--- config.mk ---
export PLATFORM = sky130hd
export DESIGN_NAME = ram_dp
export DESIGN_NICKNAME = d
export VERILOG_FILES = /design/src/rtl/ram_pkg.sv /design/src/rtl/ram_init_fsm.sv /design/src/rtl/ram_dp.sv
export SDC_FILE = /design/constraint.sdc
export NUM_CORES = 1
export LEC_CHECK = 0
export CAP_MARGIN = 15
export CORE_ASPECT_RATIO = 0.9
export CORE_UTILIZATION = 25
export DETAILED_ROUTE_END_ITERATION = 6
export GPL_TIMING_DRIVEN = 0
export PLACE_DENSITY = 0.45
export SETUP_SLACK_MARGIN = 0.15
export SYNTH_ARGS = -nofsm -noshare
export SYNTH_HDL_FRONTEND = slang
export SYNTH_HIERARCHICAL = 1
export SYNTH_SLANG_ARGS = --single-unit
--- constraint.sdc ---
create_clock -name clk -period 3.04 [get_ports clk]
set_input_delay 0.608 -clock clk [delete_from_list [all_inputs] [get_ports clk]]
set_output_delay 0.608 -clock clk [all_outputs]
set_load 0.05 [all_outputs]
--- src/rtl/ram_pkg.sv ---
// ram_pkg -- shared types for the dual-port RAM slice.
//   rdw_mode_e  : same-address read-during-write policy
//   ram_state_e : clear sequencer states
package ram_pkg;

    typedef enum logic {
        WRITE_FIRST = 1'b0,
        READ_FIRST  = 1'b1
    } rdw_mode_e;

    typedef enum logic {
        INIT  = 1'b0,
        READY = 1'b1
    } ram_state_e;

endpackage

--- src/rtl/ram_init_fsm.sv ---
// ram_init_fsm -- clears the memory after reset, one word per cycle.
// Ports:
//   clk, rst_n  : clock, asynchronous active-low reset
//   clear_addr  : word address being cleared this cycle
//   clear_en    : write zero to clear_addr on this rising edge
//   init_busy   : high while the clear runs (exactly N_WORDS cycles)
//   state       : current FSM state, exposed for debug / checkers
module ram_init_fsm
    import ram_pkg::*;
#(
    parameter int N_WORDS = 16,
    parameter int AW      = 4
) (
    input  logic          clk,
    input  logic          rst_n,
    output logic [AW-1:0] clear_addr,
    output logic          clear_en,
    output logic          init_busy,
    output ram_state_e    state
);

    localparam logic [AW-1:0] LAST_ADDR = AW'(N_WORDS - 1);

    ram_state_e    next_state;
    logic [AW-1:0] next_addr;

    always_ff @(posedge clk or negedge rst_n) begin
        if (!rst_n) begin
            state      <= INIT;
            clear_addr <= '0;
        end else begin
            state      <= next_state;
            clear_addr <= next_addr;
        end
    end

    always_comb begin
        next_state = state;
        next_addr  = clear_addr;
        clear_en   = 1'b0;
        init_busy  = 1'b0;
        case (state)
            INIT: begin
                clear_en  = 1'b1;
                init_busy = 1'b1;
                if (clear_addr == LAST_ADDR) begin
                    next_state = READY;
                    next_addr  = '0;
                end else begin
                    next_addr = clear_addr + 1'b1;
                end
            end
            READY: begin
                next_state = READY;
            end
            default: begin
                next_state = INIT;
                next_addr  = '0;
            end
        endcase
    end

endmodule

--- src/rtl/ram_dp.sv ---
// ram_dp -- simple dual-port RAM with byte enables, post-reset clear,
// configurable read latency (1 or 2) and read-during-write policy.
// Ports:
//   clk, rst_n           : clock, asynchronous active-low reset
//   we, wr_address,
//   wr_data, wr_be       : write port; wr_be[i] selects wr_data[8i+7:8i]
//   re, rd_address       : read request
//   rd_data, rd_valid    : read result, valid for one cycle RD_LATENCY
//                          cycles after the request edge; rd_data holds
//                          its last value while rd_valid is low
//   init_busy            : memory clear in progress, requests ignored
// Handshake: no backpressure. A request is taken on any rising edge where
// its enable is high and init_busy is low; the read result is presented
// with a one-cycle rd_valid pulse and must be consumed then.
module ram_dp
    import ram_pkg::*;
#(
    parameter int        DATA_WIDTH = 32,
    parameter int        N_WORDS    = 16,
    parameter int        RD_LATENCY = 1,
    parameter rdw_mode_e RDW_MODE   = WRITE_FIRST
) (
    input  logic                         clk,
    input  logic                         rst_n,
    input  logic                         we,
    input  logic [$clog2(N_WORDS)-1:0]   wr_address,
    input  logic [DATA_WIDTH-1:0]        wr_data,
    input  logic [DATA_WIDTH/8-1:0]      wr_be,
    input  logic                         re,
    input  logic [$clog2(N_WORDS)-1:0]   rd_address,
    output logic [DATA_WIDTH-1:0]        rd_data,
    output logic                         rd_valid,
    output logic                         init_busy
);

    localparam int            AW    = $clog2(N_WORDS);
    localparam int            NB    = DATA_WIDTH / 8;
    localparam logic [AW:0]   DEPTH = (AW + 1)'(N_WORDS);

    // Elaboration-time parameter legality.
    if (DATA_WIDTH < 8 || (DATA_WIDTH % 8) != 0) begin : g_bad_width
        $error("ram_dp: DATA_WIDTH must be a non-zero multiple of 8");
    end
    if (N_WORDS < 2) begin : g_bad_depth
        $error("ram_dp: N_WORDS must be at least 2");
    end
    if (RD_LATENCY != 1 && RD_LATENCY != 2) begin : g_bad_latency
        $error("ram_dp: RD_LATENCY must be 1 or 2");
    end

    // Clear sequencer
    logic [AW-1:0] clear_addr;
    logic          clear_en;
    ram_state_e    fsm_state;

    ram_init_fsm #(
        .N_WORDS (N_WORDS),
        .AW      (AW)
    ) u_init (
        .clk        (clk),
        .rst_n      (rst_n),
        .clear_addr (clear_addr),
        .clear_en   (clear_en),
        .init_busy  (init_busy),
        .state      (fsm_state)
    );

    logic accept;
    logic wr_in_range, rd_in_range;
    logic wr_fire, rd_fire, wr_hit;

    assign accept      = (fsm_state == READY);
    // Only matters for non-power-of-two depths; otherwise always true.
    assign wr_in_range = ({1'b0, wr_address} < DEPTH);
    assign rd_in_range = ({1'b0, rd_address} < DEPTH);
    assign wr_fire     = we && accept && wr_in_range;
    assign rd_fire     = re && accept;
    assign wr_hit      = wr_fire && (wr_address == rd_address);

    // Memory array: single write port shared by the clear sequencer and
    // the user write port, per-byte write enables.
    logic [DATA_WIDTH-1:0] mem [N_WORDS];
    logic [NB-1:0]         mem_be;
    logic [AW-1:0]         mem_addr;
    logic [DATA_WIDTH-1:0] mem_wdata;

    always_comb begin
        mem_be    = '0;
        mem_addr  = wr_address;
        mem_wdata = wr_data;
        if (clear_en) begin
            mem_be    = '1;
            mem_addr  = clear_addr;
            mem_wdata = '0;
        end else if (wr_fire) begin
            mem_be = wr_be;
        end
    end

    always_ff @(posedge clk) begin
        for (int b = 0; b < NB; b++) begin
            if (mem_be[b]) begin
                mem[mem_addr][8*b +: 8] <= mem_wdata[8*b +: 8];
            end
        end
    end

    // Read word with same-address collision handling. Under WRITE_FIRST
    // the enabled bytes of the incoming write replace the stored bytes.
    logic [DATA_WIDTH-1:0] rd_old, rd_word;

    assign rd_old = rd_in_range ? mem[rd_address] : '0;

    always_comb begin
        rd_word = rd_old;
        if (RDW_MODE == WRITE_FIRST && wr_hit) begin
            for (int b = 0; b < NB; b++) begin
                if (wr_be[b]) begin
                    rd_word[8*b +: 8] = wr_data[8*b +: 8];
                end
            end
        end
    end

    // Read pipeline. The word is captured on the request edge, so later
    // writes never disturb a result already in flight.
    logic [DATA_WIDTH-1:0] data_q;
    logic                  valid_q;

    if (RD_LATENCY == 1) begin : g_lat1
        always_ff @(posedge clk or negedge rst_n) begin
            if (!rst_n) begin
                valid_q <= 1'b0;
                data_q  <= '0;
            end else begin
                valid_q <= rd_fire;
                if (rd_fire) data_q <= rd_word;
            end
        end
    end else begin : g_lat2
        logic                  p1_valid;
        logic [DATA_WIDTH-1:0] p1_data;

        always_ff @(posedge clk or negedge rst_n) begin
            if (!rst_n) begin
                p1_valid <= 1'b0;
                p1_data  <= '0;
                valid_q  <= 1'b0;
                data_q   <= '0;
            end else begin
                p1_valid <= rd_fire;
                if (rd_fire) p1_data <= rd_word;
                valid_q <= p1_valid;
                if (p1_valid) data_q <= p1_data;
            end
        end
    end

    assign rd_data  = data_q;
    assign rd_valid = valid_q;

endmodule
---- Yosys cells after proc, flatten, opt, wreduce, memory -nomap -nowiden ----
Memories as Yosys holds them, arrays and structs flattened.
Index checks and enable logic that the tools add are counted.
word-level totals
  RAM bits ................................ 512
  output and inout bits ................... 34
  register bits after elaboration ......... 38
  bits of input ports ..................... 48
  word-level logic and storage cells ...... 33
  memories ................................ 1
memory list
  memory  words  bits a word  read ports  clocked after memory_dff  wr ports  line          text
  mem     16     32           1           0                         1         ram_dp.sv:82  logic [DATA_WIDTH-1:0] mem [N_WORDS];
cells by class
  bitwise gates (word level) .............. 1
  reductions and logical operators ........ 3
  $add $sub $neg .......................... 1
  multiplexer cells ....................... 21
  equality and inequality tests ........... 2
operator list
  operator               number
  $mux W32               2
  $mux W8                4
  $mux W4                4
  $mux W1                10
  $add A4 B1 Y4 const B  1
  $eq A4 B4 Y1           1
  $eq A4 B4 Y1 const B   1
  $logic_and A1 B1 Y1    3
  $pmux W1 S2            1
  $not A1 Y1             1

---- Logic depth before layout (Yosys ltp) ----
Gate-level depths: netlist (run 1).
  depth after elaboration ................. 5
  depth in mapped cells ................... 8
  mapped depth without buffers ............ 5

---- Modules after synthesis ----
Netlist (run 1), hierarchy kept.
by module, submodules not included
  module        seq. area each (um^2)  times used  area each (um^2)  cells each
  ram_dp        16200.5                1           21730.8           1121
  ram_init_fsm  125.1                  1           225.2             20

---- Worst setup path before layout (run 1) ----
No wires, ideal clock.
  path type ............................... reg-to-reg
  start point ............................. reg u_init.state
  end point ............................... mem mem[13][0] (enable)
  required time ........................... 2.670 ns
  library setup time ...................... 0.370 ns
  slack ................................... 0.922 ns
  period minus slack after synthesis ...... 2.118 ns
  buffers on the path ..................... 1
  data arrival time ....................... 1.748 ns
  cell stages (with the launch flop) ...... 7
  cell sequence ........................... dfrtp_1 -> inv_1 -> clkbuf_1 -> nand2_1 -> o32ai_1 -> nand2_1 -> nor2_1
between the ends
  longest elaborated chain between the ends .. 5
  elaborated cells between the ends (all ways) .. 6
  classes of those cells .................. mux: 5; reduce/logical: 1
ends and longest elaborated chain
  item                           line                text
  from (decl)                    ram_init_fsm.sv:19  output ram_state_e state
  from (signal assigned)         ram_init_fsm.sv:32  state <= next_state;
  $logic_and A1 B1 Y1            ram_dp.sv:76        assign wr_fire = we && accept && wr_in_range;
  $mux W4                        ram_dp.sv:95        end else if (wr_fire) begin
  $mux W4                        ram_dp.sv:91        if (clear_en) begin
  $mux W1                        ram_dp.sv:102       if (mem_be[b]) begin
  $mux W1 (implied by the code)  ram_dp.sv:103       mem[mem_addr][8*b +: 8] <= mem_wdata[8*b +: 8];
  to (decl)                      ram_dp.sv:82
Parallel ways exist; a longest one is shown, timed or not.

---- Worst setup path in the final report (run 1) ----
  start point ............................. reg u_init.state
  end point ............................... mem mem[4][16] (enable)
The elaborated chain is that of the path after synthesis.

==> metrics, run 1 <==
wire length of the first global-routing pass=91100 um; PwrDens=616 mW/mm^2; XOR/XNOR Fraction of Synth Area=0.199%; Hold Vio Cnt, Final=0; Reg2Reg Setup Slack=0.16 ns; syn_area_per_cell=19.2 sq um; Tmin final=2.88 ns; Rows=102; worst setup slack after layout=0.159 ns; Final Max Slew Viols=0; CTS tree=built; synth unique cells=31; worst hold slack=0.426 ns; commonest non-fill, non-tap cell in the layout=edfxtp_1; die area=0.0890 sq mm; Worst-Skew Late Latency=0.63 ns; root buffer cell=clkbuf_16; Total Power=16.6 mW; FMAX=347 MHz; post-synthesis simple-gate area fraction=5.12%; prevailing post-synth register cell=edfxtp_1; fin nets=1350; kind of critical path=reg -> reg; initial DRC count=1280; Flop pwr share=50.6%; # H-tree levels=2; outcome=finished clean; Setup crit end kind=register; RSZ-0062 raised after global routing=true; DIE WIDTH=314 um; worst hold path type=in -> async; Crit Path Max Fanout=11; GRT overflow=0; ANT nets after route=0; Via density=4.73; Logic pwr share=8.3%; P_int=12.7 mW; Peak VDD IR=0.000481 V; FF+latch area=0.0163 sq mm; reg2reg start=u_init/state$_DFF_PN0_; register bit count reported by yosys=550; CTS max path bufs=3; post-synth top area share=70.0%; Lkg Pwr=8.44 nW; Yosys warning count=6; Core Region=0.0865 sq mm; vias in the first global route=12200; layout cells sized above 1=28.0%; post-synth net total=1190; post-synthesis sequential area ratio=74.4%; dpl ws=-0.782 ns; Post-Synthesis Cells=1141; Routed WL=63700 um; via count=11800; fin util=31.1%; Max-cap violations=0; critical path launch point type=register; Clock Power Share=41.2%; clock sink count=550; Slew @ Worst Pin=1.07 ns; CP max-delay cell=dfrtp_2; Slew Limit Headroom=28.5%; sw power=3.87 mW; # setup viols final=0; height of the die=283 um; placer congestion estimate=0.814; Initial Utilization=25.4%; commonest cells after routing, fill and taps aside=edfxtp_1, mux4_2, clkdlybuf4s50_1; setup_tns=0 ns; Synth area leaders=edfxtp_1, mux4_2, dfrtp_1; reg2reg path depth=6; Worst Clk Skew=0.0328 ns; sw frac=23.3%; initial antenna violation count=2; Multi-input gate area=0.00584 sq mm; largest net degree at the start of global routing=28; CP Data Arrival Time=3.25 ns; fillers=8423; drt wl/cell=25.5 um; area grow syn2layout=22.6%; TritonCTS Buffers=55; DR pass1 iterations=5; Synth area leader=edfxtp_1; DR DRC count=0; EDFF count, synth=512; RR Endpoint=mem[4][16]$_DFFE_PP_; Synth Area in Adders=0.0570%; Total GRT Usage=14.3%; largest family of logic cells by synthesized area=multiplexers; post-synthesis compound-gate area fraction=5.23%; Req. time, crit path=3.41 ns; Post-synth ARST share=6.91%; mux share of post-synthesis cell area=13.2%; Reg clk slew, reported paths=0.07 ns; hpwl dp=42400 um; final worst path period share=94.8%; PortBufs=76; cell breakdown of the critical path=clkinvlp_4, buf_2, a21oi_2, clkbuf_2, nor2_2, buf_6; Critical Path Max Stage Delay=0.61 ns; mapped cell area=0.0220 sq mm; IO Count=82
[logic make-up after synthesis]
logic type,count (synthesis)
DFF,550
and+or+nand+nor,226
muxes,129
buffers and inverters,82
xor gates and xnor gates,5
adders and majority gates,1
AOI/OAI and AO/OA,148
[per-stage QoR]
| step | cell area (sq um) | instances |
|---|---|---|
| after floorplan | 22000 | 1141 |
| after global placement | 24100 | 2361 |
| after detailed placement | 24300 | 2371 |
| after CTS | 26600 | 2483 |
| after global routing | 26900 | 2493 |
| final | 26900 | 2493 |
[critical path: cells and delay by family, from the launching register on]
kind	cells	cell delay, ns
flip-flops	1	0.61
buffers and inverters	4	1.25
AO/OA/AOI/OAI	1	0.57
AND/OR/NAND/NOR	1	0.19
[synth_stat cells (2+ instances only)]
| master | count |
|---|---|
| nor2b_1 | 34 |
| buf_2 | 10 |
| mux4_2 | 128 |
| xor2_1 | 3 |
| a41oi_1 | 32 |
| a22o_1 | 64 |
| and3_1 | 32 |
| dfrtp_1 | 38 |
| buf_1 | 5 |
| o21ai_1 | 33 |
| o32ai_1 | 8 |
| a31o_2 | 4 |
| buf_4 | 5 |
| and2_1 | 35 |
| nor2_1 | 97 |
| nand2_1 | 23 |
| clkbuf_1 | 44 |
| nand2b_1 | 2 |
| inv_1 | 8 |
| edfxtp_1 | 512 |
| buf_6 | 9 |
| xnor2_1 | 2 |
| a21oi_1 | 5 |
[repair_timing]
action                                 CTS  global route
setup endpoints to repair              993           779
pin swaps                                6             2
endpoints found under the hold margin   11             0
gates resized for setup                137            42
hold buffers                             1             0
setup buffers                            7             4
[state kept, by name, indices dropped and copies added (netlist names)]
| register | cells |
|---|---|
| rd_valid | 1 |
| mem | 512 |
| u_init/clear_addr | 4 |
| rd_data | 32 |
| u_init/state | 1 |
[how the worst max path moves through the flow]
| stage | start | end | slack [ns] | cells after the start |
|---|---|---|---|---|
| finish | u_init/state$_DFF_PN0_ | mem[4][16]$_DFFE_PP_ | 0.16 | 6 |
| global placement | u_init/state$_DFF_PN0_ | mem[3][21]$_DFFE_PP_ | -0.76 | 6 |
| CTS | u_init/state$_DFF_PN0_ | mem[5][11]$_DFFE_PP_ | 0.01 | 7 |
| floorplan | u_init/state$_DFF_PN0_ | mem[13][0]$_DFFE_PP_ | 0.92 | 6 |
| global route | u_init/state$_DFF_PN0_ | mem[4][19]$_DFFE_PP_ | 0.06 | 6 |
| detailed placement | u_init/state$_DFF_PN0_ | mem[6][27]$_DFFE_PP_ | -0.78 | 6 |
[power groups by stage]
stage	Sequential [mW]	Combinational, mW	Clock [mW]
final	8.39	1.37	6.83
after detailed placement	8.55	1.32	0
after floorplan	8.74	0.581	0
after global placement	8.55	1.30	0
after global routing	8.39	1.46	7.25
after CTS	8.39	1.37	6.99
[final cells by class]
class	count	share of cell area, %
flip-flops and latches	550	60.6
multi-input cells	509	21.7
clock buffers	69	5.39
well taps	1144	5.32
repair buffers	103	4.16
plain buffers	74	1.45
clock inverters	35	1.23
inverters	8	0.125
diodes	1	0.00930
[metal layers]
layer	track usage, %	share of wire (%)	vias to the layer above
met2	21.6	45	378
met4	2.99	1.6	0
met3	2.12	5.5	81
met5	0	0	-
li1	-	-	4986
met1	21.5	48	6336
(Power assumes the default switching activity.)
==> run 2, diff against run 1 <==
--- a/config.mk
+++ b/config.mk
@@ -10,7 +10,7 @@
 export CORE_UTILIZATION = 25
 export DETAILED_ROUTE_END_ITERATION = 6
 export GPL_TIMING_DRIVEN = 0
-export PLACE_DENSITY = 0.45
+export PLACE_DENSITY = 0.36
 export SETUP_SLACK_MARGIN = 0.15
 export SYNTH_ARGS = -nofsm -noshare
 export SYNTH_HDL_FRONTEND = slang
==> run 2 against run 1 <==
Net effect: the flow now finishes with violations (negative setup slack); largest power group unchanged; critical endpoint is now mem[15][27]$_DFFE_PP_; final cell count is 0.72% higher; maximum frequency fell by 5.9%; hold slack better by 0.057 ns; final area grew 0.53%; clock skew shrank 0.022 ns; non-clock buffer count rose by 11; register-to-register slack worse by 0.18 ns; first-iteration DRC count down 20%; sequential share of layout area decreased by 0.32 points; combinational power barely moved; die area is the same; global-route usage is 1.0 points higher.
==> metrics, run 2 (same netlist as run 1, synthesis figures left out) <==
TritonCTS Buffers=59; final worst path period share=101%; DR pass1 iterations=7; kind of critical path=reg -> reg; height of the die=283 um; ANT nets after route=0; largest net degree at the start of global routing=26; Hold Vio Cnt, Final=0; area grow syn2layout=23.3%; commonest cells after routing, fill and taps aside=edfxtp_1, mux4_2, clkdlybuf4s50_1; PortBufs=76; initial DRC count=1029; vias in the first global route=12000; Via density=4.69; worst hold slack=0.483 ns; Lkg Pwr=8.55 nW; Initial Utilization=25.4%; Max-cap violations=0; fin nets=1365; die area=0.0890 sq mm; Worst-Skew Late Latency=0.62 ns; commonest non-fill, non-tap cell in the layout=edfxtp_1; fin util=31.3%; Tmin final=3.06 ns; critical path launch point type=register; worst hold path type=in -> async; Reg clk slew, reported paths=0.07 ns; FF+latch area=0.0163 sq mm; PwrDens=624 mW/mm^2; Req. time, crit path=3.29 ns; worst setup slack after layout=-0.0232 ns; DR DRC count=0; Total GRT Usage=15.3%; hpwl dp=46000 um; CTS tree=built; Routed WL=68400 um; Reg with most FFs=mem; drt wl/cell=27.3 um; # H-tree levels=2; fillers=8440; via count=11800; Worst Clk Skew=0.0111 ns; clock sink count=550; max FFs per register=512; cell breakdown of the critical path=inv_1, clkbuf_2, o32ai_1, nand2_1, nor2_2; Setup crit end kind=register; layout cells sized above 1=28.0%; Slew @ Worst Pin=1.11 ns; CP max-delay cell=nor2_2; Rows=102; DIE WIDTH=314 um; Critical Path Max Stage Delay=0.67 ns; GRT overflow=0; wire length of the first global-routing pass=95100 um; Slew Limit Headroom=26.1%; initial antenna violation count=0; root buffer cell=clkbuf_16; Crit Path Max Fanout=11; CTS max path bufs=3; crit-path leading delay family=simple AND/OR/NAND/NOR gates; RSZ-0062 raised after global routing=true; placer congestion estimate=0.778; Peak VDD IR=0.000482 V; Final Max Slew Viols=0; FMAX=326 MHz; CP Buf/Inv Count=2; Core Region=0.0865 sq mm; failing checks=negative setup slack; Multi-input gate area=0.00575 sq mm; outcome=finished, violations left; # setup viols final=8; IO Count=82; CP Data Arrival Time=3.31 ns
## run 2: timing repair
item | in CTS | in global routing
pin swaps | 6 | 7
setup endpoints to repair | 975 | 565
hold endpoints to repair | 13 | 0
hold buffers | 1 | 0
gates resized for setup | 112 | 46
setup buffers | 6 | 7
## run 2: per-layer routing
| layer | routed length [um] | global-route usage (%) |
|---|---|---|
| met5 | 0 | 0 |
| met4 | 1560 | 4.00 |
| met3 | 3440 | 3.07 |
| met2 | 29600 | 22.1 |
| met1 | 33900 | 23.2 |
## run 2: metrics by stage
stage	setup TNS (ns)	power, mW	worst slack, ns	cell area (sq um)	cells
after detailed placement	-292.90	9.90	-0.720	24300	2378
after global placement	-310.20	9.89	-0.679	24100	2361
after global routing	-3.99	17.4	-0.135	27100	2510
after CTS	0	17.1	0.0272	26700	2496
final	-0.142	16.9	-0.0232	27100	2511
after floorplan	0	9.32	0.922	22000	1141
## run 2: layout make-up
| type | instances | area share, % |
|---|---|---|
| diodes | 1 | 0.00925 |
| plain buffers | 74 | 1.43 |
| clock buffers | 73 | 5.81 |
| clock inverters | 38 | 1.13 |
| inverters | 8 | 0.111 |
| multi-input cells | 509 | 21.2 |
| flip-flops and latches | 550 | 60.3 |
| well taps | 1144 | 5.29 |
| repair buffers | 114 | 4.66 |
## run 2: final timing paths
check / startpoint / end / slack, ns / cells past startpoint
hold reg to reg: rd_data[10]$_DFFE_PN0P_ / rd_data[10]$_DFFE_PN0P_ / 0.59 / 3
setup / recovery: u_init/state$_DFF_PN0_ / mem[15][27]$_DFFE_PP_ / -0.02 / 5
hold / removal: rst_n / rd_data[8]$_DFFE_PN0P_ / 0.48 / 2
setup reg to reg: u_init/state$_DFF_PN0_ / mem[15][27]$_DFFE_PP_ / -0.02 / 5
min in group clk: rd_data[10]$_DFFE_PN0P_ / rd_data[10]$_DFFE_PN0P_ / 0.59 / 3
max in group asynchronous: rst_n / rd_data[30]$_DFFE_PN0P_ / 1.96 / 3
## run 2: report_power, final
group	total, mW	internal, mW	switching (mW)	leakage, nW
Clock	7.11	4.07	3.04	0.917
Combinational	1.39	0.488	0.902	2.54
Sequential	8.39	8.35	0.0367	5.09
